File: config.mk
export PLATFORM = sky130hd
export DESIGN_NAME = mdu_ctrl
export DESIGN_NICKNAME = d
export VERILOG_FILES = /design/src/rtl/mdu_pkg.sv /design/src/rtl/mdu_ctrl.sv
export SDC_FILE = /design/constraint.sdc
export NUM_CORES = 1
export LEC_CHECK = 0
export ABC_AREA = 1
export CAP_MARGIN = 20
export CORE_MARGIN = 3
export CORE_UTILIZATION = 25
export DETAILED_ROUTE_END_ITERATION = 6
export GPL_TIMING_DRIVEN = 0
export PLACE_DENSITY = 0.77
export SYNTH_ARGS = -nofsm -noshare
export SYNTH_HDL_FRONTEND = slang
export SYNTH_SLANG_ARGS = --single-unit
export TNS_END_PERCENT = 100
File: constraint.sdc
create_clock -name clk -period 1.4 [get_ports clk]
set_input_delay 0.14 -clock clk [delete_from_list [all_inputs] [get_ports clk]]
set_output_delay 0.14 -clock clk [all_outputs]
set_load 0.05 [all_outputs]
File: src/rtl/mdu_pkg.sv
// Shared md-op and MDU mod encodings plus default MDU latencies.
// Imported by both mdu_ctrl and the MDU so the two always agree.
package mdu_pkg;

  typedef enum logic [3:0] {
    OP_NONE  = 4'd0,
    OP_MULT  = 4'd1,
    OP_MULTU = 4'd2,
    OP_DIV   = 4'd3,
    OP_DIVU  = 4'd4,
    OP_MTHI  = 4'd5,
    OP_MTLO  = 4'd6,
    OP_MFHI  = 4'd7,
    OP_MFLO  = 4'd8,
    OP_MADD  = 4'd9
  } md_op_e;

  typedef enum logic [2:0] {
    MOD_MUL_S = 3'b000,
    MOD_MUL_U = 3'b001,
    MOD_DIV_S = 3'b010,
    MOD_DIV_U = 3'b011,
    MOD_MT_HI = 3'b100,
    MOD_MT_LO = 3'b101,
    MOD_MADD  = 3'b110,
    MOD_IDLE  = 3'b111
  } mdu_mod_e;

  typedef enum logic {
    ST_IDLE = 1'b0,
    ST_BUSY = 1'b1
  } ctrl_state_e;

  localparam int unsigned MUL_CYCLES_DEF = 5;
  localparam int unsigned DIV_CYCLES_DEF = 10;
  localparam int unsigned CNT_W          = 4;

endpackage

File: src/rtl/mdu_ctrl.sv
// EX-stage MDU controller: issues start/mod, muxes HI/LO for mf reads, stalls D
// while a mul/div is in flight and flags any disagreement between its counter and mdu_busy.
module mdu_ctrl
  import mdu_pkg::*;
#(
  parameter int unsigned MUL_CYCLES = MUL_CYCLES_DEF,
  parameter int unsigned DIV_CYCLES = DIV_CYCLES_DEF
) (
  input  logic        clk,
  input  logic        rst,
  input  logic [3:0]  d_md_op,
  input  logic [3:0]  e_md_op,
  input  logic        e_valid,
  input  logic        mdu_busy,
  input  logic [31:0] mdu_hi,
  input  logic [31:0] mdu_lo,
  output logic        mdu_start,
  output logic [2:0]  mdu_mod,
  output logic        stall_d,
  output logic [31:0] e_mf_data,
  output logic        e_mf_valid,
  output logic        err
);

  localparam logic [CNT_W-1:0] MUL_CNT = CNT_W'(MUL_CYCLES);
  localparam logic [CNT_W-1:0] DIV_CNT = CNT_W'(DIV_CYCLES);

  ctrl_state_e      r_state, w_state_nxt;
  logic [CNT_W-1:0] r_cnt, w_cnt_nxt;
  logic             r_chk, w_chk_nxt;
  logic             r_err, w_err_nxt;
  logic             w_is_mul, w_is_div, w_mismatch;

  // IDLE must be driven whenever nothing is issued: any other mod with start=0 is a move.
  always_comb begin
    mdu_start = 1'b0;
    mdu_mod   = MOD_IDLE;
    w_is_mul  = 1'b0;
    w_is_div  = 1'b0;
    if (e_valid) begin
      case (e_md_op)
        OP_MULT:  begin mdu_start = 1'b1; mdu_mod = MOD_MUL_S; w_is_mul = 1'b1; end
        OP_MULTU: begin mdu_start = 1'b1; mdu_mod = MOD_MUL_U; w_is_mul = 1'b1; end
        OP_DIV:   begin mdu_start = 1'b1; mdu_mod = MOD_DIV_S; w_is_div = 1'b1; end
        OP_DIVU:  begin mdu_start = 1'b1; mdu_mod = MOD_DIV_U; w_is_div = 1'b1; end
        OP_MADD:  begin mdu_start = 1'b1; mdu_mod = MOD_MADD;  end
        OP_MTHI:  mdu_mod = MOD_MT_HI;
        OP_MTLO:  mdu_mod = MOD_MT_LO;
        default:  mdu_mod = MOD_IDLE;
      endcase
    end
  end

  always_comb begin
    e_mf_data  = '0;
    e_mf_valid = 1'b0;
    if (e_md_op == OP_MFHI) begin
      e_mf_data  = mdu_hi;
      e_mf_valid = e_valid;
    end else if (e_md_op == OP_MFLO) begin
      e_mf_data  = mdu_lo;
      e_mf_valid = e_valid;
    end
  end

  // mdu_start term covers the issue cycle, before the MDU has raised busy.
  assign stall_d = (d_md_op != OP_NONE) && ((r_cnt != '0) || mdu_busy || mdu_start);

  assign w_mismatch = r_chk && (mdu_busy != (r_cnt != '0));

  always_comb begin
    w_state_nxt = r_state;
    w_cnt_nxt   = r_cnt;
    w_chk_nxt   = r_chk;
    w_err_nxt   = r_err;
    case (r_state)
      ST_IDLE: begin
        if (w_is_mul && (MUL_CNT != '0)) begin
          w_cnt_nxt   = MUL_CNT;
          w_state_nxt = ST_BUSY;
        end else if (w_is_div && (DIV_CNT != '0)) begin
          w_cnt_nxt   = DIV_CNT;
          w_state_nxt = ST_BUSY;
        end
      end
      ST_BUSY: begin
        w_cnt_nxt = r_cnt - 1'b1;
        if (r_cnt == CNT_W'(1)) w_state_nxt = ST_IDLE;
      end
      default: w_state_nxt = ST_IDLE;
    endcase
    // Checking window runs through the first cycle with cnt back at 0, so a late busy drop is caught.
    if (w_is_mul || w_is_div) w_chk_nxt = 1'b1;
    else if (r_cnt == '0)     w_chk_nxt = 1'b0;
    if ((mdu_start && (r_cnt != '0)) || w_mismatch) w_err_nxt = 1'b1;
  end

  always_ff @(posedge clk) begin
    if (rst) begin
      r_state <= ST_IDLE;
      r_cnt   <= '0;
      r_chk   <= 1'b0;
      r_err   <= 1'b0;
    end else begin
      r_state <= w_state_nxt;
      r_cnt   <= w_cnt_nxt;
      r_chk   <= w_chk_nxt;
      r_err   <= w_err_nxt;
    end
  end

  assign err = r_err;

endmodule
==> summary by stage <==
Run status
The run finished, with violations left. The final reports fail on setup timing.

Worst setup path
The cell type group with the largest total delay on the critical path is buffers and inverters. Data on the critical path arrives at its endpoint at roughly 1.4 ns. The stage delay of the slowest cell on the critical path is 0.32 ns. The worst endpoint required time is 1.26 ns.

By startpoint and endpoint, the worst setup path is classified as flop to output port. The element type at the critical path start is a flop. Among all stages on the critical path, the largest delay is contributed by sky130_fd_sc_hd__dfxtp_2. Of all nets on the critical path, the largest fanout is 3.

STA classifies the critical path endpoint as an output port. The signal on the critical path passes through inv_2 -> ha_4 -> nand3_4 -> inv_2 -> ha_4 -> nand2_2 -> nand2_2 -> clkinvlp_4 -> buf_8. Together, buffers and inverters on the worst path number 4.

Placed design
The congestion estimate from routability-driven global placement came to about 0.8. Input and output buffers added on the ports amount to 113. Detailed placement ended at an HPWL of approximately 3.8 mm.

Detailed routing
In this run the remaining antenna-violating nets after routing total 0. The routed via count is 1760. The remaining routing DRC violations is 0. Using the TritonRoute via totals, the vias-per-cell ratio works out to approximately 4.7.

The total routed wirelength is between 4 and 5 mm. The DRC marker count from the first detailed-route iteration is 37. The routed length on met3 is around 300 um. The uppermost layer routed is met4. Summed over all nets, wire length on met2 after detailed routing comes to roughly 2.5 mm. After detailed routing, the average wire length per cell comes to roughly 13 um. The count of TritonRoute iterations in the first routing pass is 4. The detailed router put a total of slightly below 2 mm of wire on met1.

Die
The core area is between 0.003 and 0.004 sq mm. The horizontal extent of the die is about 70 um. The floorplan has 22 rows. The initial standard-cell utilization of the core is 0.2714. The vertical die dimension is approximately 70 um. The boundary pin count is roughly 120. The area of the die is 0.004963 sq mm.

Clock tree
The clock transition at the register clock pins on the worst setup and hold paths after CTS is around 0.040 ns. The CTS tree is done. No sink is reached through more buffers than the 2 on the longest clock path. For the worst-skew pair, the clock arrives at the later sink with an insertion delay of ~0.23 ns. In this run the number of H-tree levels came out at 1. The root cell of the clock tree is sky130_fd_sc_hd__clkbuf_8. Counting every sink on the clock net gives 7. The TritonCTS buffer count is 3.

STA
The max-slew violation count was 0. Setup repair after global routing could not meet its margin everywhere. The count of final setup violators is 1. The pin slew with the least headroom to its limit is a little under 0.5 ns. Of the available clock period, the critical path in the final layout requires 1.080. Setup slack on the critical path of the routed design comes to -0.1123 ns. The worst hold slack across all endpoints is between 0.4 and 0.5 ns. On the final layout, the worst clock skew is 0.004065 ns. The highest clock rate is around 660 MHz.

Headroom to the max-slew limit came out at 0.6769. The shortest clock period the worst path allows after layout is 1.512 ns. The final sum of negative setup slack is -0.1123 ns. The final-report hold violation count came to 0.

Global route
The total overflow left after global routing is 0. In the global route stage, overall resource usage came out at 0.1873. The pin count of the biggest net entering global routing is 11. The first global-routing pass estimated 7.638 mm of wire.

The number of antenna violations at the first check in global routing is 0. The number of global-route vias before repair was between 1.5k and 2k.

Yosys
In the post-synthesis netlist, the biggest area contributors are sky130_fd_sc_hd__nand3_1 (19%), sky130_fd_sc_hd__inv_1 (16%), sky130_fd_sc_hd__o21ai_1 (16%). The synthesized flop and latch total is 7. The count of flip-flops with a built-in enable after synthesis is 0. The post-synthesis simple-gate area fraction is 0.3940. The post-synthesis async set-or-reset flop share is 0.

Of the total synthesized cell area, the portion taken by XOR and XNOR cells is 0. After synthesis, the mean cell area works out to between 5 and 6 sq um. After synthesis, the most frequently instantiated cells are sky130_fd_sc_hd__inv_1 (44), sky130_fd_sc_hd__nand3_1 (40), sky130_fd_sc_hd__o21ai_1 (33). The share of synthesized area in the top cell type comes to 0.1928. The count of different cell masters after synthesis is 20. The complex-gate fraction of the synthesized area is 0.2169. The most used flip-flop cell after synthesis is sky130_fd_sc_hd__dfxtp_1. Counting every net in the synthesized netlist gives around 280. The fraction of synthesized area in multiplexers is 0.

Yosys instantiated no cell more often than sky130_fd_sc_hd__inv_1. The top cell type by total area after synthesis is sky130_fd_sc_hd__nand3_1. Yosys printed 0 warnings.

The cell area that synthesis handed to floorplanning was between 0.001 and 0.0015 sq mm. Synthesis produced a netlist whose cell count is slightly below 200. The arithmetic-cell share of the synthesized area counting full adders, half adders and majority gates is 0.03614.

The combinational family with the most area after synthesis is simple AND/OR/NAND/NOR gates. For this run, the register share of the synthesized area comes to 0.1349.

Power
The fraction of power consumed by combinational cells is 0.602. VDD sags by at most about 530 uV. The leakage dissipation is 1.226 nW. The power density over the cells is between 500 and 600 mW/mm^2. The share of power burned in registers is 0.175. The internal power consumption is around 0.80 mW. Of the total power, the clock network draws 0.222. Summed over all nets, the switching power comes to slightly above 0.5 mW. Of the total power, the share spent switching nets is 0.3894.

Final layout
The layout has approximately 350 filler cells. From synthesis to final layout, the design area changed by 144.8%. In the final layout, the share of cells above drive strength 1 is 0.3354.

0 antenna diodes ended up in the layout. Summing all multi-input logic gate instances after layout gives slightly above 800 sq um. Across the whole layout, storage elements account for ~140 sq um. The layout net count is between 400 and 500.

Run
The number of maximum-capacitance constraint violations is 0.

Hold path
In this run the worst hold path is classified as input port to flop.
## cell families (layout without fill, tap and decap cells)
kind of cell | after synthesis | in the layout
compound gates | 45 | 45
fa+ha+maj | 3 | 3
buf+inv | 58 | 186
flops | 7 | 7
simple gates | 84 | 84
## flip-flops by register name (all words and copies together), names as in the netlist
register	flops
r_state	1
r_chk	1
r_cnt	4
err	1
## timing repair
| action | 4_1_cts | 5_1_grt |
|---|---|---|
| buffers inserted | 7 | 3 |
| hold buffers | 0 | 0 |
| gates resized for setup | 267 | 47 |
| gates cloned | 1 | 0 |
| pin swaps | 6 | 4 |
| endpoints found under the setup margin | 40 | 38 |
## final timing paths
path	start	end	slack, ns	depth (start not counted)
min reg2reg	r_chk	r_chk	0.47	2
min	e_valid	err	0.43	3
max reg2reg	r_cnt[0]	err	0.19	7
max	r_cnt[0]	stall_d	-0.11	9
## cells in the final DEF (no fill, tap or decap), types with 4 or more instances in the layout
master                             n
sky130_fd_sc_hd__nor2_1            8
sky130_fd_sc_hd__inv_1            40
sky130_fd_sc_hd__nand4_1           4
sky130_fd_sc_hd__dfxtp_1           4
sky130_fd_sc_hd__nand3_1          39
sky130_fd_sc_hd__clkbuf_8          4
sky130_fd_sc_hd__nand2_2           4
sky130_fd_sc_hd__buf_2             8
sky130_fd_sc_hd__clkdlybuf4s50_1  70
sky130_fd_sc_hd__a21oi_1           9
sky130_fd_sc_hd__o21ai_2          20
sky130_fd_sc_hd__o21ai_1          13
sky130_fd_sc_hd__nand2_1          21
sky130_fd_sc_hd__inv_2             7
sky130_fd_sc_hd__buf_4            20
sky130_fd_sc_hd__buf_6            28
## final cells by class
class	count	area share
buffer	10	0.03740
clock buffer	4	0.01772
inverter	48	0.07234
multi-input combinational	132	0.3179
sequential	7	0.05659
tap	48	0.02362
timing repair buffer	124	0.4744
## metal layers
layer | vias to the layer above | global-route usage
li1 | 893 | -
met1 | 785 | 0.2106
met5 | - | 0
met2 | 70 | 0.3472
met3 | 12 | 0.03597
met4 | 0 | 0.06170
## power groups by stage
stage	combinational, mW	clock (mW)	sequential (mW)
after floorplan	0.335	0	0.240
after global placement	0.674	0	0.232
after detailed placement	0.684	0	0.233
after CTS	0.742	0.296	0.229
after global routing	0.851	0.309	0.232
final	0.793	0.292	0.231
## worst register-to-register path: cells and delay by family, from the launching register on
family / cells / cell delay, ns
AOI/OAI and AO/OA: 2 / 0.22
adders and majority gates: 2 / 0.33
buffers and inverters: 2 / 0.14
DFF: 1 / 0.32
and+or+nand+nor: 1 / 0.08
## metrics by stage
stage	area (sq um)	std cells	util	total power, mW	worst slack, ns
4_1_cts	2405	370	0.6285	1.267	-0.1476
3_5_place_dp	2245	358	0.5867	0.9171	-1.112
3_3_place_gp	2245	358	0.5867	0.9059	-1.068
6_report	2542	373	0.6645	1.316	-0.1123
5_1_grt	2542	373	0.6645	1.392	-0.1672
2_1_floorplan	1054	197	-	0.5751	-0.07793
Power figures use the tool's default switching activity.
